`config.mk`:
```
export PLATFORM = sky130hd
export DESIGN_NAME = snitch_icache_refill_coalescer
export DESIGN_NICKNAME = d
export VERILOG_FILES = /design/src/rtl/snitch_icache_refill_coalescer_pkg.sv /design/src/rtl/snitch_icache_refill_coalescer.sv
export SDC_FILE = /design/constraint.sdc
export NUM_CORES = 1
export LEC_CHECK = 0
export BUFFER_PORTS_ARGS = -buffer_cell sky130_fd_sc_hd__buf_2
export CAP_MARGIN = 5
export CORE_AREA = 2 2 230 232
export DETAILED_ROUTE_END_ITERATION = 6
export DIE_AREA = 0 0 232 234
export GPL_ROUTABILITY_DRIVEN = 0
export SYNTH_ARGS = -nofsm -noshare
export SYNTH_HDL_FRONTEND = slang
export SYNTH_SLANG_ARGS = --single-unit
```
`constraint.sdc`:
```
create_clock -name clk_i -period 6.3 [get_ports clk_i]
set_input_delay 0.315 -clock clk_i [delete_from_list [all_inputs] [get_ports clk_i]]
set_output_delay 0.315 -clock clk_i [all_outputs]
set_load 0.01 [all_outputs]
```
`src/rtl/snitch_icache_refill_coalescer_pkg.sv`:
```
// Shared icache configuration types and helpers for the refill coalescer.
package snitch_icache_refill_coalescer_pkg;

   typedef struct packed {
      int unsigned FETCH_AW;
      int unsigned LINE_WIDTH;
      int unsigned LINE_ALIGN;
      int unsigned ID_WIDTH;
   } config_t;

   localparam config_t DefaultCfg = '{
      FETCH_AW:   32,
      LINE_WIDTH: 256,
      LINE_ALIGN: 5,
      ID_WIDTH:   4
   };

   // Number of address bits that identify a cache line.
   function automatic int unsigned line_width(config_t cfg);
      return cfg.FETCH_AW - cfg.LINE_ALIGN;
   endfunction

endpackage

```
`src/rtl/snitch_icache_refill_coalescer.sv`:
```
// Pending-refill table: merges requests to in-flight lines and issues one
// downstream refill per unique line; responses fan out via the merged ID mask.
module snitch_icache_refill_coalescer
   import snitch_icache_refill_coalescer_pkg::*;
#(
   parameter config_t     CFG           = DefaultCfg,
   parameter int unsigned PENDING_COUNT = 4,
   localparam int unsigned PW           = $clog2(PENDING_COUNT)
) (
   input  logic                      clk_i,
   input  logic                      rst_i,
   input  logic [CFG.FETCH_AW-1:0]   in_req_addr_i,
   input  logic [CFG.ID_WIDTH-1:0]   in_req_id_i,
   input  logic                      in_req_valid_i,
   output logic                      in_req_ready_o,
   output logic [CFG.FETCH_AW-1:0]   out_req_addr_o,
   output logic [PW-1:0]             out_req_tag_o,
   output logic                      out_req_valid_o,
   input  logic                      out_req_ready_i,
   input  logic [CFG.LINE_WIDTH-1:0] out_rsp_data_i,
   input  logic                      out_rsp_error_i,
   input  logic [PW-1:0]             out_rsp_tag_i,
   input  logic                      out_rsp_valid_i,
   output logic                      out_rsp_ready_o,
   output logic [CFG.LINE_WIDTH-1:0] in_rsp_data_o,
   output logic                      in_rsp_error_o,
   output logic [CFG.ID_WIDTH-1:0]   in_rsp_id_o,
   output logic                      in_rsp_valid_o,
   input  logic                      in_rsp_ready_i
);

   localparam int unsigned AW = CFG.FETCH_AW;
   localparam int unsigned LA = CFG.LINE_ALIGN;
   localparam int unsigned IW = CFG.ID_WIDTH;
   localparam int unsigned LW = line_width(CFG);

   typedef struct packed {
      logic [LW-1:0] line;
      logic [IW-1:0] idmask;
      logic          vld;
   } pending_entry_t;

   pending_entry_t r_tbl      [PENDING_COUNT];
   pending_entry_t w_tbl_next [PENDING_COUNT];

   logic          r_issue_vld;
   logic [LW-1:0] r_issue_line;
   logic [PW-1:0] r_issue_tag;

   logic [LW-1:0]            w_req_line;
   logic [PENDING_COUNT-1:0] w_match;
   logic [PENDING_COUNT-1:0] w_free;
   logic [PENDING_COUNT-1:0] w_retire_oh;
   logic [PW-1:0]            w_alloc_idx;
   logic                     w_retire;
   logic                     w_match_retiring;
   logic                     w_issue_free;
   logic                     w_hit;
   logic                     w_alloc;
   logic                     w_unused_offset;

   assign w_req_line      = in_req_addr_i[AW-1:LA];
   assign w_unused_offset = ^in_req_addr_i[LA-1:0];
   assign w_retire        = out_rsp_valid_i & in_rsp_ready_i;

   always_comb begin
      w_match     = '0;
      w_free      = '0;
      w_retire_oh = '0;
      w_alloc_idx = '0;
      for (int i = 0; i < int'(PENDING_COUNT); i++) begin
         w_match[i]     = r_tbl[i].vld && (r_tbl[i].line == w_req_line);
         w_free[i]      = !r_tbl[i].vld;
         w_retire_oh[i] = w_retire && (out_rsp_tag_i == PW'(i));
      end
      // Lowest free index wins; a retiring entry is still valid so it is never picked.
      for (int i = int'(PENDING_COUNT) - 1; i >= 0; i--) begin
         if (w_free[i]) w_alloc_idx = PW'(i);
      end
   end

   assign w_match_retiring = |(w_match & w_retire_oh);
   assign w_issue_free     = !r_issue_vld || out_req_ready_i;
   assign w_hit            = in_req_valid_i && (|w_match) && !w_match_retiring;
   assign w_alloc          = in_req_valid_i && !(|w_match) && (|w_free) && w_issue_free;
   assign in_req_ready_o   = w_hit | w_alloc;

   always_comb begin
      for (int i = 0; i < int'(PENDING_COUNT); i++) begin
         w_tbl_next[i] = r_tbl[i];
         if (w_retire_oh[i]) w_tbl_next[i] = '0;
         if (w_hit && w_match[i]) w_tbl_next[i].idmask = r_tbl[i].idmask | in_req_id_i;
         if (w_alloc && (w_alloc_idx == PW'(i))) begin
            w_tbl_next[i] = '{line: w_req_line, idmask: in_req_id_i, vld: 1'b1};
         end
      end
   end

   always_ff @(posedge clk_i or posedge rst_i) begin
      if (rst_i) begin
         for (int i = 0; i < int'(PENDING_COUNT); i++) r_tbl[i] <= '0;
         r_issue_vld  <= 1'b0;
         r_issue_line <= '0;
         r_issue_tag  <= '0;
      end else begin
         r_tbl <= w_tbl_next;
         if (w_alloc) begin
            r_issue_vld  <= 1'b1;
            r_issue_line <= w_req_line;
            r_issue_tag  <= w_alloc_idx;
         end else if (out_req_ready_i) begin
            r_issue_vld  <= 1'b0;
            r_issue_line <= '0;
            r_issue_tag  <= '0;
         end
      end
   end

   assign out_req_valid_o = r_issue_vld;
   assign out_req_addr_o  = {r_issue_line, {LA{1'b0}}};
   assign out_req_tag_o   = r_issue_tag;

   assign out_rsp_ready_o = in_rsp_ready_i;
   assign in_rsp_data_o   = out_rsp_data_i;
   assign in_rsp_error_o  = out_rsp_error_i;
   assign in_rsp_valid_o  = out_rsp_valid_i;
   // Invalid entries read as zero so a stray response wakes no requester.
   assign in_rsp_id_o     = r_tbl[out_rsp_tag_i].vld ? r_tbl[out_rsp_tag_i].idmask : '0;

   a_in_req_stable: assert property (@(posedge clk_i) disable iff (rst_i)
      in_req_valid_i && !in_req_ready_o |=>
         in_req_valid_i && $stable(in_req_addr_i) && $stable(in_req_id_i));

   a_out_req_stable: assert property (@(posedge clk_i) disable iff (rst_i)
      out_req_valid_o && !out_req_ready_i |=>
         out_req_valid_o && $stable(out_req_addr_o) && $stable(out_req_tag_o));

   a_match_onehot0: assert property (@(posedge clk_i) disable iff (rst_i)
      $onehot0(w_match));

   a_rsp_tag_vld: assert property (@(posedge clk_i) disable iff (rst_i)
      out_rsp_valid_i |-> r_tbl[out_rsp_tag_i].vld);

endmodule

```
# ---- After elaboration in Yosys (flattened, before gate mapping)
# Cells that the tools add are included.
dict set report word_totals {
  register_bits 158
  in_bits 301
  elab_cells 103
}
dict set report classes {
  order_cmp 1
  eq_ne 10
  n_mux 26
  bitwise_logic 8
  n_reduce_logical 43
}
# operator count
set ops {}
lappend ops {{$mux 32} 8}
lappend ops {{$eq 27x27->1} 4}
lappend ops {{$bmux 32 s2} 1}
lappend ops {{$mux 27} 2}
lappend ops {{$logic_and 1x1->1} 21}
lappend ops {{$mux 4} 5}
lappend ops {{$or 4x4->4} 4}
lappend ops {{$mux 2} 6}
lappend ops {{$reduce_bool 3->1} 4}
lappend ops {{$reduce_or 4->1} 3}
lappend ops {{$mux 5} 2}
lappend ops {{$reduce_bool 2->1} 5}
lappend ops {{$eq 2x2->1 const B} 4}
lappend ops {{$logic_not 1->1} 7}
lappend ops {{$and 4x4->4} 1}
lappend ops {{$eq 2x1->1 const B} 2}
lappend ops {{$logic_not 2->1} 2}
lappend ops {{$ge 3x3->1 const B} 1}
lappend ops {{$not 2->3} 1}
lappend ops {{$mux 1} 2}
lappend ops {{$and 1x1->1} 1}
lappend ops {{$logic_or 1x1->1} 1}
lappend ops {{$or 1x1->1} 1}

# ---- Logic depth before layout (Yosys ltp)
# Gate-level depths: netlist of the first run.
dict set report depth {
  word_depth 9
  ltp_mapped 10
}

# ---- Worst setup path before layout of the first run
# OpenSTA, ideal clock, no wires.
dict set report synth_path {
  path_type {input to output}
  from {input in_req_addr_i[10]}
  to {output in_req_ready_o}
  arrival_ns 1.881
  t_required_ns 5.985
  slack_ns 4.104
  path_stages 9
  cell_sequence {buf_2 -> xnor2_1 -> nand4_1 -> nor4_4 -> a22oi_4 -> and3_4 -> nand4_4 -> buf_12 -> o21ai_0}
}
dict set report synth_via {
  elab_chain_len 8
  word_cells_on_any_way 19
}
# item line_no
set synth_lines {}
lappend synth_lines {{start: declaration} snitch_icache_refill_coalescer.sv:12} ;# input logic [CFG.FETCH_AW-1:0] in_req_addr_i,
lappend synth_lines {{$eq 27x27->1} snitch_icache_refill_coalescer.sv:72} ;# w_match[i] = r_tbl[i].vld && (r_tbl[i].line == w_req_line);
lappend synth_lines {{$logic_and 1x1->1} snitch_icache_refill_coalescer.sv:72}
lappend synth_lines {{$reduce_or 4->1} {snitch_icache_refill_coalescer.sv:84, snitch_icache_refill_coalescer.sv:85}}
lappend synth_lines {{$logic_not 1->1} snitch_icache_refill_coalescer.sv:85} ;# assign w_alloc = in_req_valid_i && !(|w_match) && (|w_free) && w_issue_free;
lappend synth_lines {{$logic_and 1x1->1 (3 in a row)} snitch_icache_refill_coalescer.sv:85}
lappend synth_lines {{$or 1x1->1 *} snitch_icache_refill_coalescer.sv:86} ;# assign in_req_ready_o = w_hit | w_alloc;
lappend synth_lines {{end: declaration} snitch_icache_refill_coalescer.sv:15} ;# output logic in_req_ready_o,
# Every way passes the cells marked *; elsewhere a longest branch is shown, timed or not.

# ---- Worst setup path after layout of the first run
dict set report layout_path {
  from {register r_tbl[56] in the netlist's numbering}
  to {output in_req_ready_o}
}
dict set report layout_via {
  elab_chain_len 8
  word_cells_on_any_way 13
}
# item line_no
set layout_lines {}
lappend layout_lines {{start: declaration} snitch_icache_refill_coalescer.sv:43} ;# pending_entry_t r_tbl [PENDING_COUNT];
lappend layout_lines {{start signal: assignment} snitch_icache_refill_coalescer.sv:106} ;# r_tbl <= w_tbl_next;
lappend layout_lines {{$eq 27x27->1 *} snitch_icache_refill_coalescer.sv:72}
lappend layout_lines {{$logic_and 1x1->1 *} snitch_icache_refill_coalescer.sv:72}
lappend layout_lines {{$reduce_or 4->1} {snitch_icache_refill_coalescer.sv:84, snitch_icache_refill_coalescer.sv:85}}
lappend layout_lines {{$logic_not 1->1} snitch_icache_refill_coalescer.sv:85}
lappend layout_lines {{$logic_and 1x1->1 (3 in a row)} snitch_icache_refill_coalescer.sv:85}
lappend layout_lines {{$or 1x1->1 *} snitch_icache_refill_coalescer.sv:86}
# Marks and branches as above.

==> results of run 1 <==
-- state kept, by name (all words and copies together), names as in the netlist --
register and cells:
r_issue_line 27, out_req_valid_o 1, out_req_tag_o 2, r_tbl 128
-- cell families after synthesis --
family,after synthesis,share of synthesized area [%]
buffers and inverters,366,25.5
AND/OR/NAND/NOR,223,12.9
flip-flops,158,40.1
AO/OA/AOI/OAI,133,7.83
XOR/XNOR,108,9.58
multiplexers,34,4.08
other,1,0.0380
-- Yosys cell counts --
library cell,n,area (sq um)
buf_4,272,2040
dfrtp_1,158,3950
nand3_1,114,571
xnor2_1,108,946
o21ai_0,97,485
buf_2,33,165
nand4_1,32,200
nand2b_1,31,194
inv_1,30,113
mux2i_1,29,290
clkbuf_1,22,82.6
nand2_1,20,75.1
o21ai_1,15,75.1
a22o_1,8,70.1
a32o_1,8,80.1
and2_1,6,37.5
mux4_2,5,113
buf_6,4,45.0
nor3_1,4,20.0
buf_12,3,60.1
nor2_1,3,11.3
clkbuf_2,2,10.0
nand3_2,2,20.0
nor4_2,2,25.0
nor4_4,2,42.5
a21boi_0,1,7.51
a221oi_2,1,15.0
a22oi_4,1,21.3
a31oi_1,1,6.26
and3_4,1,11.3
conb_1,1,3.75
nand4_4,1,21.3
nand4b_1,1,8.76
nand4b_2,1,15.0
nor3_2,1,10.0
nor4_1,1,6.26
o31ai_2,1,12.5
or3_1,1,6.26
-- final timing paths --
path,from,to,slack (ns),cells past startpoint
setup / recovery,r_tbl[56],in_req_ready_o,2.37,8
hold reg to reg,r_tbl[2],r_tbl[2],0.51,1
setup reg to reg,r_tbl[56],r_tbl[1],2.86,7
hold / removal,rst_i,r_issue_line[21],0.09,2
max in group asynchronous,rst_i,r_tbl[12],4.79,3
min in group clk_i,in_req_id_i[1],r_tbl[2],0.16,2
-- per-stage QoR --
step	hold WS, ns	worst slack [ns]	util [%]	instance area (sq um)	power (mW)
2_1_floorplan	0.448	1.72	-	9890	2.69
3_3_place_gp	0.483	2.73	16.9	8780	2.84
3_5_place_dp	0.495	2.69	16.9	8780	2.88
4_1_cts	0.137	2.33	17.9	9330	3.86
5_1_grt	0.153	2.21	17.9	9330	4.07
6_report	0.0901	2.37	17.9	9330	3.83
-- power breakdown --
group / internal, mW / leakage [nW] / switching, mW
sequential: 1.41 / 2.04 / 0.271
clock: 0.569 / 0.270 / 0.408
combinational: 0.519 / 1.64 / 0.652
-- per-layer routing --
metal	GRT usage, %	share of wire [%]	vias to the layer above
li1	-	-	2682
met1	12.6	40	2999
met2	17.2	46	354
met3	4.94	10	117
met4	5.19	4.0	8
met5	0.0893	0.18	-
-- worst max-delay path, cell delays in order, from the launching register on --
cell and delay [ns]:
dfrtp_1 0.39, xnor2_1 0.36, nand4_1 0.17, nor3_1 0.75, a22oi_4 0.18, and3_4 0.23
nand4_4 0.52, o21ai_0 0.35, buf_2 0.23
-- placed cells by master, fill, tap and decap left out, types with 4 or more instances in the layout --
cell type / instances
dfrtp_1: 158
nand3_1: 113
xnor2_1: 108
o21ai_0: 97
buf_2: 75
nand4_1: 32
nand2b_1: 31
inv_1: 29
mux2i_1: 29
nand2_1: 20
clkbuf_16: 17
o21ai_1: 15
a22o_1: 8
a32o_1: 8
buf_4: 7
and2_1: 6
mux4_2: 5
conb_1: 5
clkinv_2: 5
nor3_1: 4
clkbuf_1: 4
-- layout make-up --
cell class	count	area (sq um)
Fill cell	5737	42700
Sequential cell	158	3950
Multi-Input combinational cell	503	3420
Tap cell	688	861
Clock buffer	24	482
Timing Repair Buffer	82	428
Inverter	30	118
Clock inverter	7	62.6
==> flow_metrics.py, run 1 <==
metrics = {
    "detailed_routing": {
        "ant_nets": 0,
        "drc": 0,
        "dr.pass1.iters": 5,
        "wl_per_cell_microns": 20.3,
        "viasPerCell": 4.13,
        "vias": 6160,
        "drtIter0Drc": 465,
        "routed_wirelength_microns": 30200,
    },
    "cells_and_area": {
        "drive_gt1_share_pct": 16.0,
        "n_antenna_cell": 0,
        "areaGrowthSynthToFinish_pct": -5.54,
        "final_nets": 1093,
        "final_cells": 1492,
    },
    "synthesis": {
        "yosysUniqueCellTypes": 38,
        "syn_avg_cell_area_sq_um": 9.65,
        "yosysWarningCount": 0,
        "ys_seq_elements": 158,
        "ys_seq_area_share_pct": 40.1,
        "synthCells": 1023,
        "netlist_area_sq_um": 9870,
    },
    "placed_design": {
        "io_buffers": 75,
        "placedCellCount": 1461,
        "dpl.hpwl_microns": 22400,
    },
    "die": {
        "num_rows": 84,
        "io_pins": 600,
        "die_y_microns": 234,
        "coreArea_sq_um": 52000,
        "die_w_microns": 232,
        "start_util_pct": 19.0,
        "fp.dieArea_sq_um": 54300,
    },
    "timing": {
        "finalSetupViolations": 0,
        "clock_skew_ns": 0.00873,
        "worst_pin_slew_ns": 1.16,
        "slew_viol_final": 0,
        "fmax_mhz": 255,
        "min_period_ns": 3.93,
        "relSlewSlack_pct": 22.4,
        "rsz0062_at_grt": "no",
        "fin_tns_setup_ns": 0,
        "hold_viol": 0,
        "period_share_pct": 62.4,
    },
    "cts": {
        "cts_tree": "built",
        "clock_path_buffers": 2,
        "htreeDepth": 4,
        "clock-sinks": 158,
        "cts_root_buf": "clkbuf_16",
        "numCtsBuffers": 17,
        "cts.reportedPaths.clkPinSlew_ns": 0.06,
        "cts_resized": 0,
        "post_cts_buffers": 0,
        "insertion_delay_ns": 0.43,
        "hold_buffers": 0,
    },
    "global_route": {
        "antenna_found_initial": 7,
        "grt_pass1_vias": 6289,
        "grt_pass1_wl_microns": 43300,
        "grt_max_degree": 97,
        "grt.overflow.total": 0,
        "grt.total_usage_pct": 10.9,
    },
    "status": {
        "outcome": "finished clean",
    },
    "setup_path": {
        "crit_path_max_fanout": 30,
        "path_class": "register to primary output",
        "startpoint_type": "register",
        "critPathRequiredTime_ns": 5.98,
        "end_kind": "primary output",
        "critPathArrivalTime_ns": 3.61,
    },
    "power": {
        "powerDensity_nw_per_um2": 411,
        "power.leakage_nw": 3.95,
        "ir_drop_mv": 0.161,
    },
    "run": {
        "maxCapViolations": 0,
    },
    "hold_path": {
        "min_path_type": "input port to asynchronous set/reset pin",
    },
}
Note: power is estimated with default switching activity, not from simulation.
==> run 2, diff against run 1 <==
Settings changed: CORE_AREA 2 2 230 232 to 2 2 234 236, DIE_AREA 0 0 232 234 to 0 0 236 238.
Clock period 6.3 ns to 3.35 ns, I/O delays scaled along.
==> run 2 against run 1 <==
Net effect: the flow now finishes with violations (negative hold slack); global-route usage fell by 0.74 points; setup slack got worse by 2.0 ns; hold slack worse by 0.15 ns; non-clock buffer count up 8; cell count rose by 1.3%; sequential power grew 88%; sequential cell count stayed put; count of clock-buffer cells in the layout decreased by 4; power increased by 92%; largest cell class unchanged; largest power group unchanged.
==> flow_metrics.py, run 2 (synthesis results as in run 1) <==
metrics = {
    "global_route": {
        "antenna_found_initial": 9,
        "grt_pass1_wl_microns": 42300,
        "grt_pass1_vias": 6023,
        "grt_max_degree": 159,
        "grt.total_usage_pct": 10.2,
        "grt.overflow.total": 0,
    },
    "detailed_routing": {
        "ant_nets": 0,
        "viasPerCell": 4.07,
        "drc": 0,
        "drtIter0Drc": 537,
        "dr.pass1.iters": 5,
        "vias": 6147,
        "routed_wirelength_microns": 29400,
        "wl_per_cell_microns": 19.4,
    },
    "die": {
        "io_pins": 600,
        "die_y_microns": 238,
        "start_util_pct": 18.5,
        "die_w_microns": 236,
        "coreArea_sq_um": 53500,
        "num_rows": 85,
        "fp.dieArea_sq_um": 56200,
    },
    "hold_path": {
        "min_path_type": "input port to asynchronous set/reset pin",
    },
    "cells_and_area": {
        "largest_register_ffs": 128,
        "layout_commonest_cell": "dfrtp_1",
        "fill_cells": 5876,
        "areaGrowthSynthToFinish_pct": -3.95,
        "top_register": "r_tbl",
        "drive_gt1_share_pct": 17.2,
        "final_area_sq_um": 9480,
        "final_cell_mix": "158 x dfrtp_1, 114 x nand3_1, 108 x xnor2_1",
        "final_nets": 1101,
    },
    "power": {
        "p_clk_share_pct": 26.6,
        "powerDensity_nw_per_um2": 775,
        "power.share.sequential_pct": 43.1,
        "switching_power_mw": 2.55,
        "power.leakage_nw": 4.02,
        "p_int_mw": 4.79,
        "p_comb_share_pct": 30.3,
        "ir_drop_mv": 0.382,
        "swShare_pct": 34.7,
    },
    "run": {
        "maxCapViolations": 0,
    },
    "setup_path": {
        "end_kind": "primary output",
        "startpoint": "r_tbl[123]",
        "crit_path_max_fanout": 4,
        "critPathRequiredTime_ns": 3.18,
        "path_class": "register to primary output",
        "worstReg2RegStart": "r_tbl[57]",
        "critPathArrivalTime_ns": 2.83,
        "slowest_stage": "nor4_2",
        "worstPathCellList": "xnor2_1 > nand4_1 > nor4_2 > nand2_1 > and3_4 > o21ai_0 > buf_2",
        "startpoint_type": "register",
        "r2r_cells": 7,
        "slowest_delay_ns": 0.51,
    },
    "timing": {
        "min_period_ns": 3.00,
        "clock_skew_ns": 0.0133,
        "rsz0062_at_grt": "no",
        "finalSetupViolations": 0,
        "period_share_pct": 89.4,
        "fin_hold_ws_ns": -0.0565,
        "fmax_mhz": 334,
        "hold_viol": 7,
        "worst_pin_slew_ns": 0.954,
        "relSlewSlack_pct": 36.4,
        "slew_viol_final": 0,
        "fin_tns_setup_ns": 0,
    },
    "cts": {
        "htreeDepth": 4,
        "insertion_delay_ns": 0.42,
        "clock-sinks": 158,
        "cts.reportedPaths.clkPinSlew_ns": 0.06,
        "post_cts_buffers": 0,
        "clock_path_buffers": 2,
        "cts_root_buf": "clkbuf_16",
        "cts_tree": "built",
        "cts_resized": 0,
        "numCtsBuffers": 17,
        "hold_buffers": 0,
    },
    "placed_design": {
        "place_area_sq_um": 8880,
        "dpl.hpwl_microns": 21700,
        "io_buffers": 75,
    },
    "status": {
        "violations": "negative hold slack",
        "outcome": "finished, violations left",
    },
}
[run 2: final cells by class]
type / instances / area, sq um / area share [%]
Sequential cell: 158 / 3950 / 41.7
Clock buffer: 20 / 457 / 4.82
Clock inverter: 12 / 135 / 1.43
Tap cell: 696 / 871 / 9.18
Antenna cell: 3 / 7.51 / 0.0792
Timing Repair Buffer: 90 / 526 / 5.54
Inverter: 30 / 116 / 1.23
Multi-Input combinational cell: 503 / 3420 / 36.0
[run 2: critical path, delay by kind of cell, from the launching register on]
kind | cells | cell delay, ns
compound gates | 1 | 0.35
simple gates | 4 | 1.13
buf+inv | 1 | 0.21
flops | 1 | 0.39
xor+xnor | 1 | 0.32
[run 2: path summary, 6_finish.rpt]
| check | to | slack [ns] |
|---|---|---|
| max in group asynchronous | r_tbl[110] | 2.68 |
| min in group clk_i | r_tbl[66] | 0.02 |
| min reg2reg | r_tbl[2] | 0.51 |
| min | r_issue_line[20] | -0.06 |
| max | in_req_ready_o | 0.35 |
| max reg2reg | r_tbl[33] | 0.62 |
[run 2: routing by layer]
layer	vias to the layer above	track usage (%)	wire (microns)
li1	2707	-	-
met1	2975	12.1	11600
met2	381	15.9	13500
met3	78	5.07	3530
met4	6	3.73	763
met5	-	0	44
[run 2: power groups by stage]
| stage | clock (mW) | sequential (mW) | combinational, mW |
|---|---|---|---|
| CTS | 1.98 | 3.16 | 2.26 |
| finish | 1.95 | 3.16 | 2.23 |
| global route | 2.07 | 3.26 | 2.47 |
| global placement | 0 | 3.15 | 2.21 |
| floorplan | 0 | 3.11 | 1.94 |
| detailed placement | 0 | 3.19 | 2.25 |
[run 2: stage by stage]
stage / setup slack, ns / total power, mW / hold slack (ns) / std cells / utilization (%)
3_3_place_gp: 0.737 / 5.36 / 0.335 / 1477 / 16.6
4_1_cts: 0.233 / 7.39 / 0.00137 / 1509 / 17.7
3_5_place_dp: 0.695 / 5.44 / 0.335 / 1477 / 16.6
2_1_floorplan: 1.18 / 5.05 / 0.300 / 1027 / -
5_1_grt: 0.134 / 7.80 / 0.0100 / 1509 / 17.7
6_report: 0.355 / 7.34 / -0.0565 / 1512 / 17.7
